[src/rtl/fpu_mul_core_if.sv]
// Handshake and operand/result bundle between the FPU arithmetic controller
// and the sequential single-precision multiplier.
interface fpu_mul_core_if;
    logic        start_i;
    logic        ack_i;
    logic [31:0] a_i;
    logic [31:0] b_i;
    logic [31:0] result_o;
    logic        result_valid_o;
    logic        busy_o;
    logic        overflow_o;
    logic        underflow_o;

    modport master (
        output start_i, ack_i, a_i, b_i,
        input  result_o, result_valid_o, busy_o, overflow_o, underflow_o
    );

    modport slave (
        input  start_i, ack_i, a_i, b_i,
        output result_o, result_valid_o, busy_o, overflow_o, underflow_o
    );
endinterface

[src/rtl/fpu_mul_core.sv]
// Sequential IEEE-754 single-precision multiplier using a 24-iteration shift-add
// mantissa product. Define FPU_MUL_RNE_EN for round-to-nearest-even (default: truncate).
module fpu_mul_core #(
    parameter int MANT_W   = 24,
    parameter int EXP_BIAS = 127
) (
    input  logic           clk,
    input  logic           arst,
    fpu_mul_core_if.slave  bus
);
    typedef enum logic [2:0] {
        mul_idle_st,
        mul_start_st,
        mul_product_add_st,
        mul_product_shift_st,
        mul_result_set_st,
        mul_result_valid_st
    } e_mul_states;

    e_mul_states           state_reg;
    logic [31:0]           a_reg;
    logic [31:0]           b_reg;
    logic [2*MANT_W:0]     prod_reg;
    logic [MANT_W-1:0]     ma_reg;
    logic [MANT_W-1:0]     mplier_reg;
    logic [4:0]            count_reg;
    logic                  sign_reg;
    logic signed [9:0]     exp_reg;
    logic                  special_reg;
    logic [31:0]           special_res_reg;
    logic [31:0]           result_reg;
    logic                  valid_reg;
    logic                  busy_reg;
    logic                  ovf_reg;
    logic                  unf_reg;

    // Operand classification; denormals (exp == 0) count as zero.
    logic [7:0]  ea, eb;
    logic [22:0] fa, fb;
    logic        a_zero, b_zero, a_inf, b_inf, a_nan, b_nan;
    logic        sign_in;
    logic [9:0]  exp_sum;

    always_comb begin
        ea      = a_reg[30:23];
        eb      = b_reg[30:23];
        fa      = a_reg[22:0];
        fb      = b_reg[22:0];
        a_zero  = (ea == 8'd0);
        b_zero  = (eb == 8'd0);
        a_inf   = (ea == 8'hFF) && (fa == 23'd0);
        b_inf   = (eb == 8'hFF) && (fb == 23'd0);
        a_nan   = (ea == 8'hFF) && (fa != 23'd0);
        b_nan   = (eb == 8'hFF) && (fb != 23'd0);
        sign_in = a_reg[31] ^ b_reg[31];
        exp_sum = {2'b00, ea} + {2'b00, eb} - 10'(EXP_BIAS);
    end

    // Normalise, optionally round, then saturate/flush the packed result.
    logic [22:0]       mant_norm, mant_final;
    logic signed [9:0] exp_norm, exp_final;
    logic [31:0]       res_next;
    logic              ovf_next, unf_next;
`ifdef FPU_MUL_RNE_EN
    logic              guard, sticky;
    logic [23:0]       mant_inc;
`endif

    always_comb begin
        if (prod_reg[47]) begin
            exp_norm  = exp_reg + 10'sd1;
            mant_norm = prod_reg[46:24];
        end else begin
            exp_norm  = exp_reg;
            mant_norm = prod_reg[45:23];
        end
        mant_final = mant_norm;
        exp_final  = exp_norm;
`ifdef FPU_MUL_RNE_EN
        guard    = prod_reg[47] ? prod_reg[23] : prod_reg[22];
        sticky   = prod_reg[47] ? (|prod_reg[22:0]) : (|prod_reg[21:0]);
        mant_inc = {1'b0, mant_norm} + 24'd1;
        if (guard && (sticky || mant_norm[0])) begin
            mant_final = mant_inc[22:0];
            if (mant_inc[23]) begin
                exp_final = exp_norm + 10'sd1;
            end
        end
`endif
        ovf_next = 1'b0;
        unf_next = 1'b0;
        if (special_reg) begin
            res_next = special_res_reg;
        end else if (exp_final >= 10'sd255) begin
            res_next = {sign_reg, 8'hFF, 23'd0};
            ovf_next = 1'b1;
        end else if (exp_final <= 10'sd0) begin
            res_next = {sign_reg, 31'd0};
            unf_next = 1'b1;
        end else begin
            res_next = {sign_reg, exp_final[7:0], mant_final};
        end
    end

    always_ff @(posedge clk or negedge arst) begin
        if (!arst) begin
            state_reg       <= mul_idle_st;
            a_reg           <= '0;
            b_reg           <= '0;
            prod_reg        <= '0;
            ma_reg          <= '0;
            mplier_reg      <= '0;
            count_reg       <= '0;
            sign_reg        <= 1'b0;
            exp_reg         <= '0;
            special_reg     <= 1'b0;
            special_res_reg <= '0;
            result_reg      <= '0;
            valid_reg       <= 1'b0;
            busy_reg        <= 1'b0;
            ovf_reg         <= 1'b0;
            unf_reg         <= 1'b0;
        end else begin
            case (state_reg)
                mul_idle_st: begin
                    if (bus.start_i) begin
                        a_reg     <= bus.a_i;
                        b_reg     <= bus.b_i;
                        busy_reg  <= 1'b1;
                        state_reg <= mul_start_st;
                    end
                end
                mul_start_st: begin
                    sign_reg <= sign_in;
                    if (a_nan || b_nan || (a_inf && b_zero) || (a_zero && b_inf)) begin
                        special_reg     <= 1'b1;
                        special_res_reg <= 32'h7FC0_0000;
                        state_reg       <= mul_result_set_st;
                    end else if (a_inf || b_inf) begin
                        special_reg     <= 1'b1;
                        special_res_reg <= {sign_in, 8'hFF, 23'd0};
                        state_reg       <= mul_result_set_st;
                    end else if (a_zero || b_zero) begin
                        special_reg     <= 1'b1;
                        special_res_reg <= {sign_in, 31'd0};
                        state_reg       <= mul_result_set_st;
                    end else begin
                        special_reg <= 1'b0;
                        prod_reg    <= '0;
                        ma_reg      <= {1'b1, fa};
                        mplier_reg  <= {1'b1, fb};
                        count_reg   <= '0;
                        exp_reg     <= exp_sum;
                        state_reg   <= mul_product_add_st;
                    end
                end
                mul_product_add_st: begin
                    if (mplier_reg[0]) begin
                        prod_reg[2*MANT_W:MANT_W] <= prod_reg[2*MANT_W:MANT_W] + {1'b0, ma_reg};
                    end
                    state_reg <= mul_product_shift_st;
                end
                mul_product_shift_st: begin
                    prod_reg   <= prod_reg >> 1;
                    mplier_reg <= mplier_reg >> 1;
                    count_reg  <= count_reg + 5'd1;
                    state_reg  <= (count_reg == 5'(MANT_W - 1)) ? mul_result_set_st
                                                                : mul_product_add_st;
                end
                mul_result_set_st: begin
                    result_reg <= res_next;
                    ovf_reg    <= ovf_next;
                    unf_reg    <= unf_next;
                    valid_reg  <= 1'b1;
                    state_reg  <= mul_result_valid_st;
                end
                mul_result_valid_st: begin
                    if (bus.ack_i) begin
                        valid_reg <= 1'b0;
                        busy_reg  <= 1'b0;
                        state_reg <= mul_idle_st;
                    end
                end
                default: begin
                    valid_reg <= 1'b0;
                    busy_reg  <= 1'b0;
                    state_reg <= mul_idle_st;
                end
            endcase
        end
    end

    assign bus.result_o       = result_reg;
    assign bus.result_valid_o = valid_reg;
    assign bus.busy_o         = busy_reg;
    assign bus.overflow_o     = ovf_reg;
    assign bus.underflow_o    = unf_reg;
endmodule
[src/flat_wrapper.sv]
// flat-port wrapper written by rule: the top's interface ports become plain ports
module fpu_mul_core_flat 
#(
    parameter int MANT_W   = 24,
    parameter int EXP_BIAS = 127
)
  (clk, arst, bus_start_i, bus_ack_i, bus_a_i, bus_b_i, bus_result_o, bus_result_valid_o, bus_busy_o, bus_overflow_o, bus_underflow_o);
  fpu_mul_core_if bus_i ();
  input  logic clk;
  input  logic arst;
  input wire logic [$bits(bus_i.start_i)-1:0] bus_start_i;
  input wire logic [$bits(bus_i.ack_i)-1:0] bus_ack_i;
  input wire logic [$bits(bus_i.a_i)-1:0] bus_a_i;
  input wire logic [$bits(bus_i.b_i)-1:0] bus_b_i;
  output wire logic [$bits(bus_i.result_o)-1:0] bus_result_o;
  output wire logic [$bits(bus_i.result_valid_o)-1:0] bus_result_valid_o;
  output wire logic [$bits(bus_i.busy_o)-1:0] bus_busy_o;
  output wire logic [$bits(bus_i.overflow_o)-1:0] bus_overflow_o;
  output wire logic [$bits(bus_i.underflow_o)-1:0] bus_underflow_o;
  assign bus_i.start_i = bus_start_i;
  assign bus_i.ack_i = bus_ack_i;
  assign bus_i.a_i = bus_a_i;
  assign bus_i.b_i = bus_b_i;
  assign bus_result_o = bus_i.result_o;
  assign bus_result_valid_o = bus_i.result_valid_o;
  assign bus_busy_o = bus_i.busy_o;
  assign bus_overflow_o = bus_i.overflow_o;
  assign bus_underflow_o = bus_i.underflow_o;
  fpu_mul_core #(.MANT_W(MANT_W), .EXP_BIAS(EXP_BIAS)) u_core (.clk(clk), .arst(arst), .bus(bus_i));
endmodule
[config.mk]
export PLATFORM = sky130hd
export DESIGN_NAME = fpu_mul_core_flat
export DESIGN_NICKNAME = d
export VERILOG_FILES = /design/src/rtl/fpu_mul_core_if.sv /design/src/rtl/fpu_mul_core.sv /design/src/flat_wrapper.sv
export SDC_FILE = /design/constraint.sdc
export NUM_CORES = 1
export LEC_CHECK = 0
export CORE_MARGIN = 1
export CORE_UTILIZATION = 58
export DETAILED_ROUTE_END_ITERATION = 6
export GPL_TIMING_DRIVEN = 0
export PLACE_DENSITY = 0.89
export SLEW_MARGIN = 5
export SYNTH_ARGS = -nofsm -noshare
export SYNTH_HDL_FRONTEND = slang
export SYNTH_SLANG_ARGS = --single-unit
[constraint.sdc]
create_clock -name clk -period 3.53 [get_ports clk]
set_input_delay 0.706 -clock clk [delete_from_list [all_inputs] [get_ports clk]]
set_output_delay 0.706 -clock clk [all_outputs]
set_load 0.01 [all_outputs]
Word-level counts from Yosys, hierarchy flattened
Cells that the tools add are included.
Operators by class
  multiplexer cells: 41
  reduce and logical (&&, ||, !) cells: 31
  equal/unequal tests: 14
  bitwise gates (word level): 6
  $lt $le $gt $ge: 2
  add/sub/neg operators: 5
Operators with widths (number)
  $mux W49: 3
  $mux W32: 4
  $pmux W24 S2: 2
  $pmux W25 S3: 1
  $mux W24: 3
  $mux W31: 2
  $logic_not A23 Y1: 2
  $reduce_bool A23 Y1: 2
  $add A25 B24 Y25: 1
  $mux W25: 1
  $mux W23: 1
  $mux W3: 6
  $pmux W3 S6: 1
  $eq A8 B8 Y1 const B: 2
  $logic_not A8 Y1: 2
  $mux W5: 3
  $add A10 B2 Y10 const B: 1
  $ge A10 B9 Y1 const B: 1
  $le A10 B1 Y1 const B: 1
  $mux W1: 10
  $mux W10: 1
  $ne A2 B2 Y1 const B: 5
  $pmux W5 S2: 1
  $sub A10 B7 Y10 const B: 1
  20 further kinds: 42
Word-level totals
  register bits after elaboration: 249
  word-level logic and storage cells: 116

Longest topological paths before layout
Gate-level depths: netlist of run 1.
  depth in word-level cells: 7
  gate-level depth with buffers: 10
  depth with buffers taken out: 10

Least setup slack after synthesis of run 1
No wires, ideal clock.
  path kind: reg2reg
  from: reg u_core.b_reg[23]
  to: reg u_core.exp_reg[8]
  cell stages (with the launch flop): 10
  arrival: 2.348 ns
  buffers on the path: 0
  path slack: 1.087 ns
  period minus slack after synthesis: 2.443 ns
  cells stage by stage: dfrtp_1 > ha_1 > fa_1 > a21o_1 > a22o_1 > nor4_1 > nor2b_1 > nand4_1 > and3_1 > o31ai_1
On the way
  longest elaborated chain between the ends: 7
  elaborated cells on any way between the ends: 17
  those cells by class: add/sub: 2; eq/ne: 1; bitwise: 3; reduce/logical: 11
RTL lines
  start, declared: RTL line fpu_mul_core.sv:22  | logic [31:0] b_reg;
  start signal, assigned: RTL line fpu_mul_core.sv:128  | b_reg <= bus.b_i;
  parallel branches: the longest is 7 deep, another holds $sub A10 B7 Y10
  end signal, assigned: RTL line fpu_mul_core.sv:153  | exp_reg <= exp_sum;
  end, declared: RTL line fpu_mul_core.sv:28  | logic signed [9:0] exp_reg;
Parallel ways; which one is timed is not known.
A chain may end at the register's enable or synchronous reset.

Final worst setup path of run 1
  from: reg u_core.prod_reg[24]
  to: reg u_core.prod_reg[48]
On the way
  longest elaborated chain between the ends: 3
RTL lines
  start, declared: RTL line fpu_mul_core.sv:23  | logic [2*MANT_W:0] prod_reg;
  start signal, assigned by index: RTL line fpu_mul_core.sv:159  | prod_reg[2*MANT_W:MANT_W] <= prod_reg[2*MANT_W:MANT_W] + {1'b0, ma_reg};
  start signal, assigned: RTL line fpu_mul_core.sv:164  | prod_reg <= prod_reg >> 1;
  $add A25 B24 Y25: RTL line fpu_mul_core.sv:159
  $mux W25: RTL line fpu_mul_core.sv:158  | if (mplier_reg[0]) begin
  $pmux W25 S3: RTL line fpu_mul_core.sv:124  | case (state_reg)
No other way between the ends. The select of a mux whose other input is x is not followed.

==> metrics.cfg, run 1 <==
[worst_hold_path]
hold_class = input pin to async pin

[timing]
timing.hold.ws_ns = 0.231
setup_ws_ns = 0.496
fin_worst_skew_ns = 0.00757
fmaxAchievable_ghz = 0.330
finalHoldViolations = 0
rsz0062_at_grt = false
fin_crit_sh = 0.860
maxSlewHeadroom = 0.370
tns_ns = 0
fin_crit_ns = 3.03
tightest_slew_ns = 0.941
finalSetupViolCount = 0
slew_violations = 0

[logic_synthesis]
seq_area_frac_synth = 0.476
synthCells = 1070
synth_top_area_frac = 0.476
synth_fp_nets = 1175
netlist-cell-type-count = 70
netlist_top_cells_area = dfrtp_1 (48%), nand2_1 (7.7%), mux2_2 (7.3%), ha_1 (4.2%), nor2_1 (3.1%)
yosys_warnings = 0
synth_top_flop_cell = dfrtp_1
ys_async_sr_fraction = 1.00
synth_area_um2 = 10400
yosysTopAreaCell = dfrtp_1
synth_edf_count = 0
synth_seq_cells = 197
synth.avg_cell_area_um2 = 9.67

[clock_tree]
hold_buffers = 0
cts_tree = built
cts_max_level = 4
clk_pin_slew_ns = 0.07
clock_latency_ns = 0.44
ctsResizeCount = 0
cts_buffers = 17
cts.sinks = 197
cts_buffer_depth = 2
cts_setup_buffers = 0
cts-root-buf = clkbuf_16

[worst_setup_path]
cp_data_arrival_time_ns = 3.39
rr_endpoint = u_core.prod_reg[48]
path_max_fanout = 6
regToRegSetupSlack_ns = 0.50
path_class = flip-flop to flip-flop
r2r_start = u_core.prod_reg[24]
crit_path_start_kind = flip-flop
rr_worst_depth = 10
cp-end-kind = flip-flop
critPathRequiredTime_ns = 3.89

[pwr]
power.net_switching_mw = 5.15
worst_ir_drop_vdd_mv = 0.505
pwr-share-clk = 0.168
power.internal_mw = 6.88
leakagePower_nw = 5.46
cellPowerDensity_nw_per_um2 = 977
p_seq_frac = 0.340
combPwrFrac = 0.492
finalPower_mw = 12.0
p_sw_frac = 0.428

[global_routing]
antenna_found_initial = 0
grt_max_degree = 112
grtUsageTotal = 0.288
gr-total-overflow = 0
grt_pass1_wl_mm = 41.3
grt_pass1_vias = 8524

[layout]
layout-drive-gt1-share = 0.119
area_growth_pct = 18.9
finish.utilization = 0.709
n_antenna_cell = 0
fin_cells = 1431
seq_area_um2 = 4930
final_nets = 1298
final_cell_area_um2 = 12300
fillers = 1234
multi_input_area_um2 = 5090

[placement]
dpl.hpwl_mm = 17.8
dp_slack_ns = 0.569
place_area_um2 = 11700
gp_congestion = 0.905
dp_cells = 1399
port_buffers = 103

[run]
cap_violations = 0

[routing]
drc = 0
vias_per_cell = 6.08
drt_iter0_drc = 818
wl_per_cell_um = 17.3
ant_nets = 0
drt_first_pass_iters = 5
totalWireLength_mm = 24.8
vias = 8702

[run_status]
status = finished, final reports clean

[die]
num_io_pins = 104
die_h_um = 136
rows = 48
coreArea_um2 = 17400
die_x_um = 136
start_util = 0.596
die-area_um2 = 18400

==> synthesized netlist by cell type, types with 3 or more instances <==
cell,instances
o21a_1,8
or3_1,7
a22oi_1,8
a21boi_0,3
and2_1,4
xnor2_1,16
buf_2,27
o31ai_1,6
and3_1,8
a21o_1,12
or2_2,3
a31oi_1,29
nand2_1,212
or4_1,5
inv_1,13
a221oi_1,13
nand4_1,17
o211ai_1,5
a211oi_1,12
o21ai_1,24
nand3_1,16
dfrtp_1,197
nor2b_1,4
o311ai_1,6
mux2_2,67
nand2b_1,7
a21oi_1,35
nor3_1,10
buf_1,4
o21ai_0,41
mux2i_1,27
nor4_1,13
nor2_1,85
clkbuf_1,29
ha_1,35
xor2_1,16
==> layout by cell type (no fill, tap or decap), types with 5 or more instances in the layout <==
cell type,synthesis,layout
o21ai_0,41,41
o21ai_1,24,24
a211oi_1,12,12
and3_1,8,8
a31oi_1,29,29
o21a_1,8,8
dfrtp_1,197,197
a21oi_1,35,35
mux2_2,67,67
nand2b_1,7,7
or4_1,5,5
ha_1,35,35
o31ai_1,6,6
xnor2_1,16,16
buf_2,27,27
nor4_1,13,13
inv_1,13,13
clkdlybuf4s50_1,0,102
clkbuf_1,29,29
nand2_1,212,212
o311ai_1,6,6
a21o_1,12,12
a221oi_1,13,13
nor3_1,10,10
clkbuf_16,0,17
xor2_1,16,16
mux2i_1,27,27
inv_8,0,7
a22oi_1,8,8
nand3_1,16,16
o211ai_1,5,5
nor2_1,85,85
nand4_1,17,17
or3_1,7,7
==> how the worst max path moves through the flow <==
stage	to	cells past startpoint	slack, ns	from
after floorplan	u_core.exp_reg[8]	9	1.09	u_core.b_reg[23]
after global placement	u_core.b_reg[19]	1	-6.08	arst
after detailed placement	u_core.a_reg[9]	5	0.57	bus_start_i
after CTS	u_core.prod_reg[48]	10	0.57	u_core.prod_reg[24]
after global routing	u_core.prod_reg[48]	10	0.34	u_core.prod_reg[24]
final	u_core.prod_reg[48]	10	0.50	u_core.prod_reg[24]
==> area by class of cell <==
cell class                      instances  area share
Multi-Input combinational cell        797       0.413
Sequential cell                       197       0.401
Timing Repair Buffer                  104      0.0864
Clock buffer                           17      0.0346
Buffer                                 63      0.0232
Tap cell                              225      0.0229
Clock inverter                         15      0.0151
Inverter                               13     0.00396
==> kinds of logic (layout without fill, tap and decap cells) <==
kind of cell | count (synthesis) | count (layout) | share of synthesized area
AND/OR/NAND/NOR | 408 | 408 | 0.177
AO/OA/AOI/OAI | 226 | 226 | 0.142
flip-flops | 197 | 197 | 0.476
multiplexers | 94 | 94 | 0.0990
buffers and inverters | 76 | 212 | 0.0323
adder cells (fa/ha/maj) | 37 | 37 | 0.0462
XOR/XNOR | 32 | 32 | 0.0271
==> metal layers <==
metal | GRT usage | vias to the layer above | routed length [µm] | share of wire
met4 | 0.114 | 0 | 669 | 0.027
li1 | - | 4081 | - | -
met5 | 0 | - | 0 | 0
met1 | 0.383 | 4217 | 10600 | 0.43
met2 | 0.459 | 348 | 11700 | 0.47
met3 | 0.0610 | 56 | 1860 | 0.075
==> critical path, stage by stage (launching register included) <==
cell and delay, ns:
dfrtp_1 0.43, ha_1 0.24, inv_1 0.07, fa_1 0.38
nand2b_1 0.19, a21oi_1 0.32, o31ai_2 0.19, o211ai_1 0.34
a221oi_1 0.20, o31ai_1 0.35, mux2i_1 0.24
==> power by group through the flow <==
stage | Combinational (mW) | Clock [mW] | Sequential [mW]
2_1_floorplan | 4.44 | 0 | 3.82
3_3_place_gp | 5.52 | 0 | 4.04
3_5_place_dp | 5.75 | 0 | 4.09
4_1_cts | 5.86 | 2.03 | 4.06
5_1_grt | 6.58 | 2.12 | 4.21
6_report | 5.92 | 2.02 | 4.09
No activity file was read; power rests on OpenSTA's default activity.
==> run 2, diff against run 1 <==
Settings changed: MAX_ROUTING_LAYER from default to met4.
==> metrics.cfg, run 2 (synthesis gave the netlist of run 1 again) <==
[run_status]
status = finished, final reports clean

[timing]
slew_violations = 0  ; unchanged
fin_crit_ns = 2.96  ; -0.0759 ns
maxSlewHeadroom = 0.470  ; +0.0993
finalSetupViolCount = 0  ; unchanged
timing.hold.ws_ns = 0.202  ; -0.0291 ns
setup_ws_ns = 0.571  ; +0.0759 ns
fmaxAchievable_ghz = 0.338  ; +2.6%
fin_crit_sh = 0.838  ; -0.0215
fin_worst_skew_ns = 0.0144  ; +0.00684 ns
tns_ns = 0  ; unchanged
rsz0062_at_grt = false
finalHoldViolations = 0  ; unchanged
tightest_slew_ns = 0.790  ; -0.152 ns

[die]
coreArea_um2 = 17400  ; unchanged
rows = 48  ; unchanged
die_x_um = 136  ; unchanged
start_util = 0.596  ; unchanged
die-area_um2 = 18400  ; unchanged
die_h_um = 136  ; unchanged
num_io_pins = 104  ; unchanged

[worst_setup_path]
crit_buf_inv = 1  ; unchanged
cp-end-kind = flip-flop
crit_path_start_kind = flip-flop
rr_worst_depth = 10  ; unchanged
path_class = flip-flop to flip-flop
critical_path_depth = 10  ; unchanged
cp_top_family = compound AO/OA/AOI/OAI gates
cp_slowest_stage_delay_ns = 0.41  ; -0.02 ns
path_max_fanout = 6  ; unchanged
slowest_stage = dfrtp_1
path_cells = ha_1 > inv_1 > fa_1 > nand2b_1 > a21oi_1 > o31ai_2 > o211ai_1 > a221oi_1 > o31ai_1 > mux2i_1
cp_data_arrival_time_ns = 3.32  ; -0.07 ns
rr_endpoint = u_core.prod_reg[48]
regToRegSetupSlack_ns = 0.57  ; +0.08 ns
r2r_start = u_core.prod_reg[24]
critPathRequiredTime_ns = 3.89  ; about the same

[routing]
totalWireLength_mm = 24.4  ; -1.7%
wl_per_cell_um = 17.0  ; -1.7%
drt_first_pass_iters = 5  ; unchanged
ant_nets = 0  ; unchanged
vias_per_cell = 6.03  ; -0.91%
drt_iter0_drc = 706  ; -14%
drc = 0  ; unchanged
vias = 8623  ; -0.91%

[global_routing]
gr-usage-met1 = 0.384  ; +0.000844
grt_pass1_wl_mm = 40.7  ; -1.5%
grtUsageTotal = 0.292  ; +0.00465
gr-total-overflow = 0  ; unchanged
grt_pass1_vias = 8240  ; -3.3%
met3_usage = 0.0468  ; -0.0142
antenna_found_initial = 0  ; unchanged
use_met2 = 0.457  ; -0.00227
grt_max_degree = 124  ; +11%
busiest_layer = met2

[layout]
fin_cells = 1431  ; unchanged
layout-drive-gt1-share = 0.118  ; -0.000829
area_growth_pct = 18.8  ; about the same
layout_commonest_cell = nand2_1
final_cell_mix = nand2_1 (212), dfrtp_1 (197), clkdlybuf4s50_1 (102), nor2_1 (85), mux2_2 (67)
n_antenna_cell = 0  ; unchanged
final_nets = 1298  ; unchanged

[clock_tree]
clk_pin_slew_ns = 0.07  ; about the same
cts-root-buf = clkbuf_16
cts_buffer_depth = 2  ; unchanged
cts_buffers = 17  ; unchanged
cts_max_level = 4  ; unchanged
cts_tree = built
cts_setup_buffers = 0  ; unchanged
clock_latency_ns = 0.45  ; about the same
hold_buffers = 0  ; unchanged
ctsResizeCount = 0  ; unchanged
cts.sinks = 197  ; unchanged

[placement]
gp_congestion = 0.911  ; +0.66%
dpl.hpwl_mm = 17.9  ; +0.62%
dp_slack_ns = 0.651  ; +0.0817 ns
port_buffers = 103  ; unchanged
dp_cells = 1399  ; unchanged

[pwr]
cellPowerDensity_nw_per_um2 = 972  ; -0.51%
finalPower_mw = 12.0  ; -0.59%
worst_ir_drop_vdd_mv = 0.493  ; -2.4%
leakagePower_nw = 5.45  ; -0.12%

[run]
cap_violations = 0  ; unchanged

[worst_hold_path]
hold_class = input pin to async pin

[run 2: cell count changes in the layout (fill, tap and decap cells not counted)]
| cell | delta |
|---|---|
| clkinv_4 | -1 |
| clkbuf_1 | +1 |
| inv_6 | +3 |
| inv_8 | -4 |
| clkbuf_8 | +1 |
[run 2: how the worst max path moves through the flow]
| stage | from | endpoint | slack, ns |
|---|---|---|---|
| floorplan | u_core.b_reg[23] | u_core.exp_reg[8] | 1.09 |
| global placement | arst | u_core.a_reg[29] | -6.11 |
| detailed placement | u_core.prod_reg[24] | u_core.prod_reg[48] | 0.65 |
| CTS | u_core.prod_reg[24] | u_core.prod_reg[48] | 0.63 |
| global route | u_core.prod_reg[24] | u_core.prod_reg[48] | 0.37 |
| finish | u_core.prod_reg[24] | u_core.prod_reg[48] | 0.57 |
[run 2: report_power, final]
group | internal, mW | switching (mW) | total, mW | leakage, nW
clock | 1.09 | 0.905 | 1.99 | 0.295
sequential | 3.22 | 0.879 | 4.09 | 2.42
combinational | 2.58 | 3.30 | 5.87 | 2.74
[run 2: stage by stage]
stage,cell area (µm²),util
4_1_cts,12300,0.709
3_5_place_dp,11700,0.674
3_3_place_gp,11700,0.672
6_report,12300,0.709
5_1_grt,12300,0.709
2_1_floorplan,10400,-
[run 2: metal layers]
metal / wire length [µm] / up-vias
met2: 11700 / 320
li1: - / 4068
met1: 10500 / 4187
met4: 578 / 0
met3: 1590 / 48
met5: 0 / -
[run 2: cell type report]
type	instances	area (µm²)
clock inverter	13	159
sequential	197	4930
inverter	13	48.8
fill	1233	5060
buffer	63	285
multi-input combinational	797	5090
clock buffer	19	443
timing repair buffer	104	1060
tap	225	282
==> run 3, diff against run 2 <==
Settings changed: CORE_UTILIZATION 58 to 52, PLACE_DENSITY 0.89 to 0.85.
Clock period 3.53 ns to 2.4 ns, I/O delays scaled along.
==> metrics.cfg, run 3 (synthesis gave the netlist of run 1 again) <==
[timing]
fmaxAchievable_ghz = 0.404  ; +19%
fin_crit_ns = 2.48  ; -0.481 ns
timing.hold.ws_ns = -0.0189  ; -0.221 ns
fin_worst_skew_ns = 0.0113  ; -0.00310 ns
slew_violations = 0  ; unchanged
maxSlewHeadroom = 0.524  ; +0.0546
finalHoldViolations = 5  ; +5
setup_ws_ns = -0.0773  ; -0.649 ns
tightest_slew_ns = 0.714  ; -0.0758 ns
rsz0062_at_grt = true
fin_crit_sh = 1.03  ; +0.194
finalSetupViolCount = 5  ; +5

[clock_tree]
cts_max_level = 4  ; unchanged
clock_latency_ns = 0.44  ; about the same
cts_buffers = 17  ; unchanged
cts_tree = built
hold_buffers = 0  ; unchanged
cts.sinks = 197  ; unchanged
clk_pin_slew_ns = 0.07  ; about the same
cts-root-buf = clkbuf_16
cts_buffer_depth = 2  ; unchanged

[pwr]
cellPowerDensity_nw_per_um2 = 1440  ; +48%
leakagePower_nw = 5.57  ; +2.2%
worst_ir_drop_vdd_mv = 0.741  ; +50%

[layout]
layout-drive-gt1-share = 0.170  ; +0.0525
final_cell_mix = nand2_1 (210), dfrtp_1 (194), clkdlybuf4s50_1 (102), nor2_1 (80), mux2_2 (67)
final_nets = 1315  ; +1.3%
final_cell_area_um2 = 12700  ; +3.4%
layout_commonest_cell = nand2_1
fillers = 1507  ; +22%
fin_cells = 1487  ; +3.9%
n_antenna_cell = 0  ; unchanged
area_growth_pct = 22.8
finish.utilization = 0.653  ; -0.0553

[worst_setup_path]
crit_path_start_kind = flip-flop
critPathRequiredTime_ns = 2.76  ; -1.13 ns
path_max_fanout = 4  ; -2
cp-end-kind = flip-flop
path_class = flip-flop to flip-flop
cp_data_arrival_time_ns = 2.84  ; -0.48 ns

[run_status]
violations = negative hold slack, negative setup slack
status = finished with violations

[routing]
drc = 0  ; unchanged
totalWireLength_mm = 25.6  ; +4.9%
wl_per_cell_um = 17.2  ; +0.93%
ant_nets = 0  ; unchanged
drt_first_pass_iters = 5  ; unchanged
drt_iter0_drc = 682  ; -3.4%
vias_per_cell = 5.83  ; -3.3%
vias = 8662  ; +0.45%

[global_routing]
antenna_found_initial = 0  ; unchanged
grt_max_degree = 121  ; -2.4%
grt_pass1_wl_mm = 41.2  ; +1.2%
grt_pass1_vias = 8287  ; +0.57%
grtUsageTotal = 0.267  ; -0.0254
gr-total-overflow = 0  ; unchanged

[placement]
gp_congestion = 0.904  ; -0.82%
dpl.hpwl_mm = 18.3  ; +1.9%
dp_cells = 1439  ; +2.9%
port_buffers = 103  ; unchanged
place_area_um2 = 11800  ; +0.54%

[die]
num_io_pins = 104  ; unchanged
die_h_um = 143  ; +5.5%
die_x_um = 143  ; +5.5%
coreArea_um2 = 19500  ; +12%
die-area_um2 = 20500  ; +11%
rows = 51  ; +6.3%
start_util = 0.532  ; -0.0645

[run]
cap_violations = 0  ; unchanged

[worst_hold_path]
hold_class = input pin to async pin

[run 3: per-layer routing]
layer	part of all wire	up-vias	wire, µm	GRT usage
met2	0.48	287	12300	0.423
met5	0	-	0	-
met3	0.060	51	1540	0.0399
met1	0.44	4216	11300	0.355
li1	-	4108	-	-
met4	0.019	0	495	0.0804
[run 3: power by group]
part | internal [mW] | switching (mW)
combinational | 4.29 | 5.23
sequential | 4.73 | 1.29
clock | 1.38 | 1.34
total | 10.4 | 7.86
[run 3: repair_timing]
action	4_1_cts	5_1_grt
resized for setup	27	47
endpoints found under the setup margin	15	109
pin swaps	12	13
buffers inserted	14	6
hold endpoints to repair	0	0
[run 3: worst paths after layout]
path,start,to,slack [ns],cells past startpoint
min,arst,u_core.bus.result_o[10],-0.02,1
max in group asynchronous,arst,u_core.exp_reg[1],1.43,2
max,u_core.b_reg[23],u_core.exp_reg[8],-0.08,9
min reg2reg,u_core.bus.result_o[19],u_core.bus.result_o[19],0.48,2
max reg2reg,u_core.b_reg[23],u_core.exp_reg[8],-0.08,9
min in group clk,u_core.bus.result_o[19],u_core.bus.result_o[19],0.48,2
[run 3: critical path, cell delays in order (launching register included)]
cell     delay, ns
dfrtp_1       0.40
ha_2          0.21
fa_2          0.33
a21o_1        0.19
a22o_4        0.24
o31a_1        0.26
nor3_2        0.19
nand4_1       0.16
and3_1        0.21
o31ai_1       0.18
[run 3: final cells by class]
type / count / area, µm² / area share
plain buffers: 60 / 317 / 0.0249
flip-flops and latches: 197 / 4930 / 0.388
multi-input cells: 797 / 5320 / 0.418
inverters: 13 / 48.8 / 0.00384
clock inverters: 13 / 113 / 0.00886
well taps: 265 / 332 / 0.0261
clock buffers: 18 / 439 / 0.0345
repair buffers: 124 / 1210 / 0.0955
[run 3: metrics by stage]
| step | TNS, ns | hold WS (ns) | power, mW | setup WS (ns) |
|---|---|---|---|---|
| final | -0.237 | -0.0189 | 18.3 | -0.0773 |
| after global routing | -1.02 | 0.0445 | 19.6 | -0.187 |
| after CTS | -0.112 | 0.0184 | 17.7 | -0.0878 |
| after detailed placement | -11.55 | 0.474 | 14.5 | -0.433 |
| after global placement | -1405.88 | 0.462 | 14.1 | -7.09 |
| after floorplan | 0 | 0.184 | 12.2 | 0.00430 |
